===== src/rtl/uart_tx_fifo.sv =====
// Byte-buffered UART transmitter (8N1/8N2, LSB first) paced by an external 1x baud tick.
// Latency: a byte pushed into an empty FIFO while idle starts its start bit on the first tick edge after the push.
// Backpressure: tx_ready drops while the FIFO is full; pushes are ignored then, even when a pop happens that edge.

module sync_fifo #(
    parameter int W     = 8,
    parameter int DEPTH = 4,
    parameter int CW    = $clog2(DEPTH) + 1
) (
    input  logic          clk,
    input  logic          rst,
    input  logic          push_vld,
    input  logic [W-1:0]  push_dat,
    output logic          push_rdy,
    input  logic          pop_en,
    output logic [W-1:0]  head_dat,
    output logic [CW-1:0] count
);
    localparam int AW = $clog2(DEPTH);

    logic [W-1:0]  mem [DEPTH];
    logic [AW-1:0] wr_ptr;
    logic [AW-1:0] rd_ptr;
    logic          do_push;
    logic          do_pop;

    // Readiness comes from the registered count only, so a same-edge pop never opens a full FIFO.
    assign push_rdy = (count != CW'(DEPTH));
    assign do_push  = push_vld && push_rdy;
    assign do_pop   = pop_en && (count != '0);
    assign head_dat = mem[rd_ptr];

    always_ff @(posedge clk) begin
        if (do_push) begin
            mem[wr_ptr] <= push_dat;
        end
    end

    always_ff @(posedge clk or posedge rst) begin
        if (rst) begin
            wr_ptr <= '0;
            rd_ptr <= '0;
            count  <= '0;
        end else begin
            if (do_push) begin
                wr_ptr <= wr_ptr + 1'b1;
            end
            if (do_pop) begin
                rd_ptr <= rd_ptr + 1'b1;
            end
            case ({do_push, do_pop})
                2'b10:   count <= count + 1'b1;
                2'b01:   count <= count - 1'b1;
                default: count <= count;
            endcase
        end
    end
endmodule

module uart_tx_fifo #(
    parameter int DATA_BITS  = 8,
    parameter int FIFO_DEPTH = 4,
    parameter int STOP_BITS  = 1
) (
    input  logic                          clk,
    input  logic                          rst,
    input  logic                          baud_tick,
    input  logic [DATA_BITS-1:0]          tx_data,
    input  logic                          tx_valid,
    output logic                          tx_ready,
    output logic                          tx,
    output logic                          busy,
    output logic [$clog2(FIFO_DEPTH):0]   fifo_count
);
    localparam int BW = (DATA_BITS > 1) ? $clog2(DATA_BITS) : 1;
    localparam logic [BW-1:0] BIT_LAST  = BW'(DATA_BITS - 1);
    localparam logic          STOP_LAST = (STOP_BITS == 2) ? 1'b1 : 1'b0;

    typedef enum logic [1:0] {
        IDLE  = 2'd0,
        START = 2'd1,
        DATA  = 2'd2,
        STOP  = 2'd3
    } state_t;

    state_t               state_q, state_nxt;
    logic [DATA_BITS-1:0] shift_q, shift_nxt;
    logic [BW-1:0]        bit_cnt_q, bit_cnt_nxt;
    logic                 stop_cnt_q, stop_cnt_nxt;
    logic                 tx_q, tx_nxt;
    logic                 busy_q, busy_nxt;
    logic                 pop_en;
    logic [DATA_BITS-1:0] head_dat;

    sync_fifo #(
        .W     (DATA_BITS),
        .DEPTH (FIFO_DEPTH)
    ) u_fifo (
        .clk      (clk),
        .rst      (rst),
        .push_vld (tx_valid),
        .push_dat (tx_data),
        .push_rdy (tx_ready),
        .pop_en   (pop_en),
        .head_dat (head_dat),
        .count    (fifo_count)
    );

    assign tx   = tx_q;
    assign busy = busy_q;

    always_ff @(posedge clk or posedge rst) begin
        if (rst) begin
            state_q    <= IDLE;
            shift_q    <= '0;
            bit_cnt_q  <= '0;
            stop_cnt_q <= 1'b0;
            tx_q       <= 1'b1;
            busy_q     <= 1'b0;
        end else begin
            state_q    <= state_nxt;
            shift_q    <= shift_nxt;
            bit_cnt_q  <= bit_cnt_nxt;
            stop_cnt_q <= stop_cnt_nxt;
            tx_q       <= tx_nxt;
            busy_q     <= busy_nxt;
        end
    end

    always_comb begin
        state_nxt    = state_q;
        shift_nxt    = shift_q;
        bit_cnt_nxt  = bit_cnt_q;
        stop_cnt_nxt = stop_cnt_q;
        tx_nxt       = tx_q;
        busy_nxt     = busy_q;
        pop_en       = 1'b0;
        if (baud_tick) begin
            case (state_q)
                IDLE: begin
                    if (fifo_count != '0) begin
                        pop_en    = 1'b1;
                        shift_nxt = head_dat;
                        tx_nxt    = 1'b0;
                        busy_nxt  = 1'b1;
                        state_nxt = START;
                    end
                end
                START: begin
                    tx_nxt      = shift_q[0];
                    bit_cnt_nxt = '0;
                    state_nxt   = DATA;
                end
                DATA: begin
                    if (bit_cnt_q == BIT_LAST) begin
                        tx_nxt       = 1'b1;
                        stop_cnt_nxt = 1'b0;
                        state_nxt    = STOP;
                    end else begin
                        shift_nxt   = shift_q >> 1;
                        tx_nxt      = shift_q[1];
                        bit_cnt_nxt = bit_cnt_q + 1'b1;
                    end
                end
                STOP: begin
                    if (stop_cnt_q == STOP_LAST) begin
                        // Queued byte goes straight into its start bit, no idle gap.
                        if (fifo_count != '0) begin
                            pop_en    = 1'b1;
                            shift_nxt = head_dat;
                            tx_nxt    = 1'b0;
                            state_nxt = START;
                        end else begin
                            busy_nxt  = 1'b0;
                            state_nxt = IDLE;
                        end
                    end else begin
                        stop_cnt_nxt = 1'b1;
                    end
                end
                default: state_nxt = IDLE;
            endcase
        end
    end
endmodule


===== config.mk =====
export PLATFORM = sky130hd
export DESIGN_NAME = uart_tx_fifo
export DESIGN_NICKNAME = d
export VERILOG_FILES = /design/src/rtl/uart_tx_fifo.sv
export SDC_FILE = /design/constraint.sdc
export NUM_CORES = 1
export LEC_CHECK = 0
export CAP_MARGIN = 20
export CORE_UTILIZATION = 49
export CTS_BUF_LIST = sky130_fd_sc_hd__clkbuf_16
export CTS_CLUSTER_SIZE = 40
export DETAILED_ROUTE_END_ITERATION = 12
export PLACE_DENSITY = 0.69
export SLEW_MARGIN = 20
export SYNTH_ARGS = -nofsm -noshare
export SYNTH_HDL_FRONTEND = slang
export SYNTH_SLANG_ARGS = --single-unit

===== constraint.sdc =====
create_clock -name clk -period 5.58 [get_ports clk]
set_input_delay 1.395 -clock clk [delete_from_list [all_inputs] [get_ports clk]]
set_output_delay 1.395 -clock clk [all_outputs]
set_load 0.01 [all_outputs]

==> run summary <==
* 2265 ps — final setup margin
* 72.98 um — Die Y
* 3520 ps — CP arrival
* 0 — overflow left after global routing
* 1.005 mW — cell-internal power
* 5790 ps — Data required, critical path
* 39 — count of different cell masters after synthesis
* input port to flip-flop — type of the worst setup path
* 14.52% — ratio of cells with drive above 1 in the final layout
* 280 ps — clk_lat worst skew
* shift_q[0] — Hold Startpoint
* input port — startpoint kind of the worst setup timing path
* sky130_fd_sc_hd__edfxtp_1 (32), sky130_fd_sc_hd__dfrtp_1 (21), sky130_fd_sc_hd__mux2_2 (13), sky130_fd_sc_hd__mux2i_1 (13) — leading cell types by count after synthesis
* 5.581 — ratio of routed vias to standard cells
* 6.527 mm — wire length of the first global-routing pass
* 51.58% — initial standard-cell utilization of the core
* 54 — Sink Count
* flip-flop to flip-flop — HP Class
* 1412 — routed vias
* 3315 ps — minimum clock period
* 82 um — met3 WL post-DR
* 59.40% — final period utilization
* sky130_fd_sc_hd__clkbuf_16 — root cell of the clock tree
* 2027 ps — pre-CTS setup slack
* 1.507 mW — total power consumption of the routed design
* 0 — Max Slew Vio Count
* 33.31% — switching share of power
* 2.197 mm — met2 wire length
* 1 — number of instances on the worst hold path
* 18 — number of top-level design ports
* 61.28% — sequential-to-total area share from yosys stat
* 1414 — number of global-route vias before repair
* u_fifo.count[2] — reg2reg end
* 533.5 nW/um^2 — power density over the cells
* 0 — number of buffers added to fix hold violations after cts
* sky130_fd_sc_hd__edfxtp_1 — Yosys top cell by area
* sky130_fd_sc_hd__edfxtp_1 — most instantiated library cell after synthesis
* 16.21 um — WL/cell
* 45 — number of DRC markers after the initial detailed-route iteration
* 5 — TritonCTS buffer count
* 32 — number of enable flip-flop cells after synthesis
* 0.5021 mW — net switching power
* 0 — Residual DRC
* 70 ps — clock-pin slew on the worst setup and hold paths
* 40.90% — worst slew slack as a fraction of its limit
* 0 — number of antenna violations at the first check in global routing
* 0 ps — final sum of negative setup slack
* 7.627 ps — maximum clock skew at final layout
* 4.102 mm — Total Wirelength
* 2 — first-pass iteration count of the detailed router
* flip-flop — Crit. End Element
* 2469 um^2 — post-synthesis instance area
* 0.3017 GHz — maximum frequency from static timing analysis
* false — RSZ-0062 raised after global routing
* 2686 um^2 — post-detailed-placement cell area
* 9 — path depth of the worst reg2reg path
* 2 — maximum buffer depth of the clock tree
* 4786 um^2 — area of the core
* 192 — syn nets
* 25 — number of core rows
* 0 — Detail Route Antenna Nets
* 37.2% — share of total power in combinational logic
* 23 — maximum number of pins on one net before global-route repair
* 1.739 mm — routed length on met1
* 0 — hold violation total from the final report
* 168 — number of instances in the synthesized netlist
* 0 — warning count from the yosys run
* 5326 um^2 — area enclosed by the die boundary
* 13 — largest fanout on the critical path
* 43.7% — register share of total power
* 0.7698 — last weighted congestion value of the routability-driven placer
* 14.45% — area growth from synthesis to final layout
* 54 — number of flip-flops and latches in the synthesized netlist
* state_q[0] — origin of the critical flop-to-flop path
* 19.1% — Clock power frac
* 0 — final setup violation count
* 885.5 ps — Least-Margin Pin Slew
* met4 — Top Metal Used
* 2 — H-tree lvl count
* finished clean — outcome
* sky130_fd_sc_hd__edfxtp_1 — most used flip-flop cell after synthesis
* 1.129 nW — Leakage
* 14.69 um^2 — mean post-synth cell area
* 40.74% — FFs w/ async S/R, synth
* 17 — Port Buf Inserts
* 209 — fin nets
* 0 — count of instances resized after the clock tree is built
* 3250 ps — setup slack on the worst flop-to-flop path
* shift_q[0] — worst min-delay path endpoint
* 2825 um^2 — post-route cell area
* sky130_fd_sc_hd__edfxtp_1 (39%), sky130_fd_sc_hd__dfrtp_1 (21%), sky130_fd_sc_hd__mux2_2 (5.9%) — top post-synthesis cells by area
* 2.760 mm — Detail Placement HPWL
* 0 — number of setup buffers added after CTS
* 72.98 um — overall die width
* 0 — Ant. Diodes
* 0 — number of maximum-capacitance constraint violations
* 265.9 uV — Max VDD drop
* 17.09% — Overall Global Routing Usage
* done — TritonCTS clock tree
* 38.93% — share of Yosys cell area claimed by the top area cell type
* 512.6 ps — Hold Worst Slack
-- placed cells by master, fill, tap and decap left out, types with 2 or more instances in the layout --
master,instances
sky130_fd_sc_hd__ha_1,11
sky130_fd_sc_hd__clkdlybuf4s50_1,17
sky130_fd_sc_hd__o31ai_1,2
sky130_fd_sc_hd__xnor2_1,3
sky130_fd_sc_hd__a22o_1,3
sky130_fd_sc_hd__clkbuf_16,5
sky130_fd_sc_hd__edfxtp_1,32
sky130_fd_sc_hd__nor2_1,2
sky130_fd_sc_hd__xor2_1,3
sky130_fd_sc_hd__mux2i_1,13
sky130_fd_sc_hd__dfrtp_1,21
sky130_fd_sc_hd__clkinv_2,2
sky130_fd_sc_hd__o211ai_1,2
sky130_fd_sc_hd__a31oi_1,2
sky130_fd_sc_hd__inv_1,12
sky130_fd_sc_hd__and3_1,4
sky130_fd_sc_hd__mux4_2,2
sky130_fd_sc_hd__o221ai_1,6
sky130_fd_sc_hd__nand2_1,9
sky130_fd_sc_hd__o21ai_0,3
sky130_fd_sc_hd__mux2_2,13
sky130_fd_sc_hd__nand2b_1,3
-- cell families after synthesis --
logic type / share of synthesized area (%)
AO/OA/AOI/OAI: 7.653
XOR/XNOR: 2.129
adder cells (fa/ha/maj): 6.386
buffers and inverters: 3.142
flip-flops: 61.28
multiplexers: 13.03
AND/OR/NAND/NOR: 6.387
-- registers in the layout, summed over array words and instances, names as in the netlist --
signal and flops:
u_fifo.mem 32, bit_cnt_q 3, u_fifo.rd_ptr 2, u_fifo.wr_ptr 2, busy 1, shift_q 8, state_q 2, u_fifo.count 3
tx 1
-- per-stage QoR --
| step | util [%] | cells |
|---|---|---|
| after floorplan | - | 168 |
| after global placement | 56.13 | 245 |
| after detailed placement | 56.13 | 245 |
| after CTS | 59.03 | 253 |
| after global routing | 59.03 | 253 |
| final | 59.03 | 253 |
-- per-layer routing --
metal	track usage [%]	vias up
met4	7.843	0
met2	30.66	18
met5	0	-
li1	-	656
met3	3.591	11
met1	19.47	727
-- layout make-up --
cell class,count,area (um^2)
Clock buffer,5,125.1
Inverter,11,41.29
Tap cell,67,83.83
Sequential cell,54,1513
Clock inverter,3,13.76
Fill cell,372,1961
Timing Repair Buffer,17,170.2
Multi-Input combinational cell,96,878.3
-- worst max-delay path by stage --
stage | to | slack [ps] | start
after global routing | u_fifo.count[2] | 2200 | baud_tick
after floorplan | u_fifo.count[2] | 2660 | baud_tick
final | u_fifo.count[2] | 2270 | baud_tick
after detailed placement | u_fifo.count[2] | 2030 | baud_tick
after CTS | u_fifo.count[2] | 2270 | baud_tick
after global placement | u_fifo.count[2] | 2090 | baud_tick
-- power by group through the flow --
stage	logic, mW	clock network (mW)	registers, mW
after floorplan	0.451	0	0.622
after detailed placement	0.559	0	0.665
final	0.561	0.288	0.658
after global routing	0.622	0.306	0.673
after global placement	0.533	0	0.655
after CTS	0.567	0.296	0.657
-- worst max-delay path, cell delays in order --
cell,delay [ps]
sky130_fd_sc_hd__clkdlybuf4s50_1,770
sky130_fd_sc_hd__and3b_2,310
sky130_fd_sc_hd__ha_1,190
sky130_fd_sc_hd__inv_1,60
sky130_fd_sc_hd__fa_1,380
sky130_fd_sc_hd__xor2_1,150
sky130_fd_sc_hd__nor2_1,120
sky130_fd_sc_hd__xor2_1,150
Power figures use the tool's default switching activity.
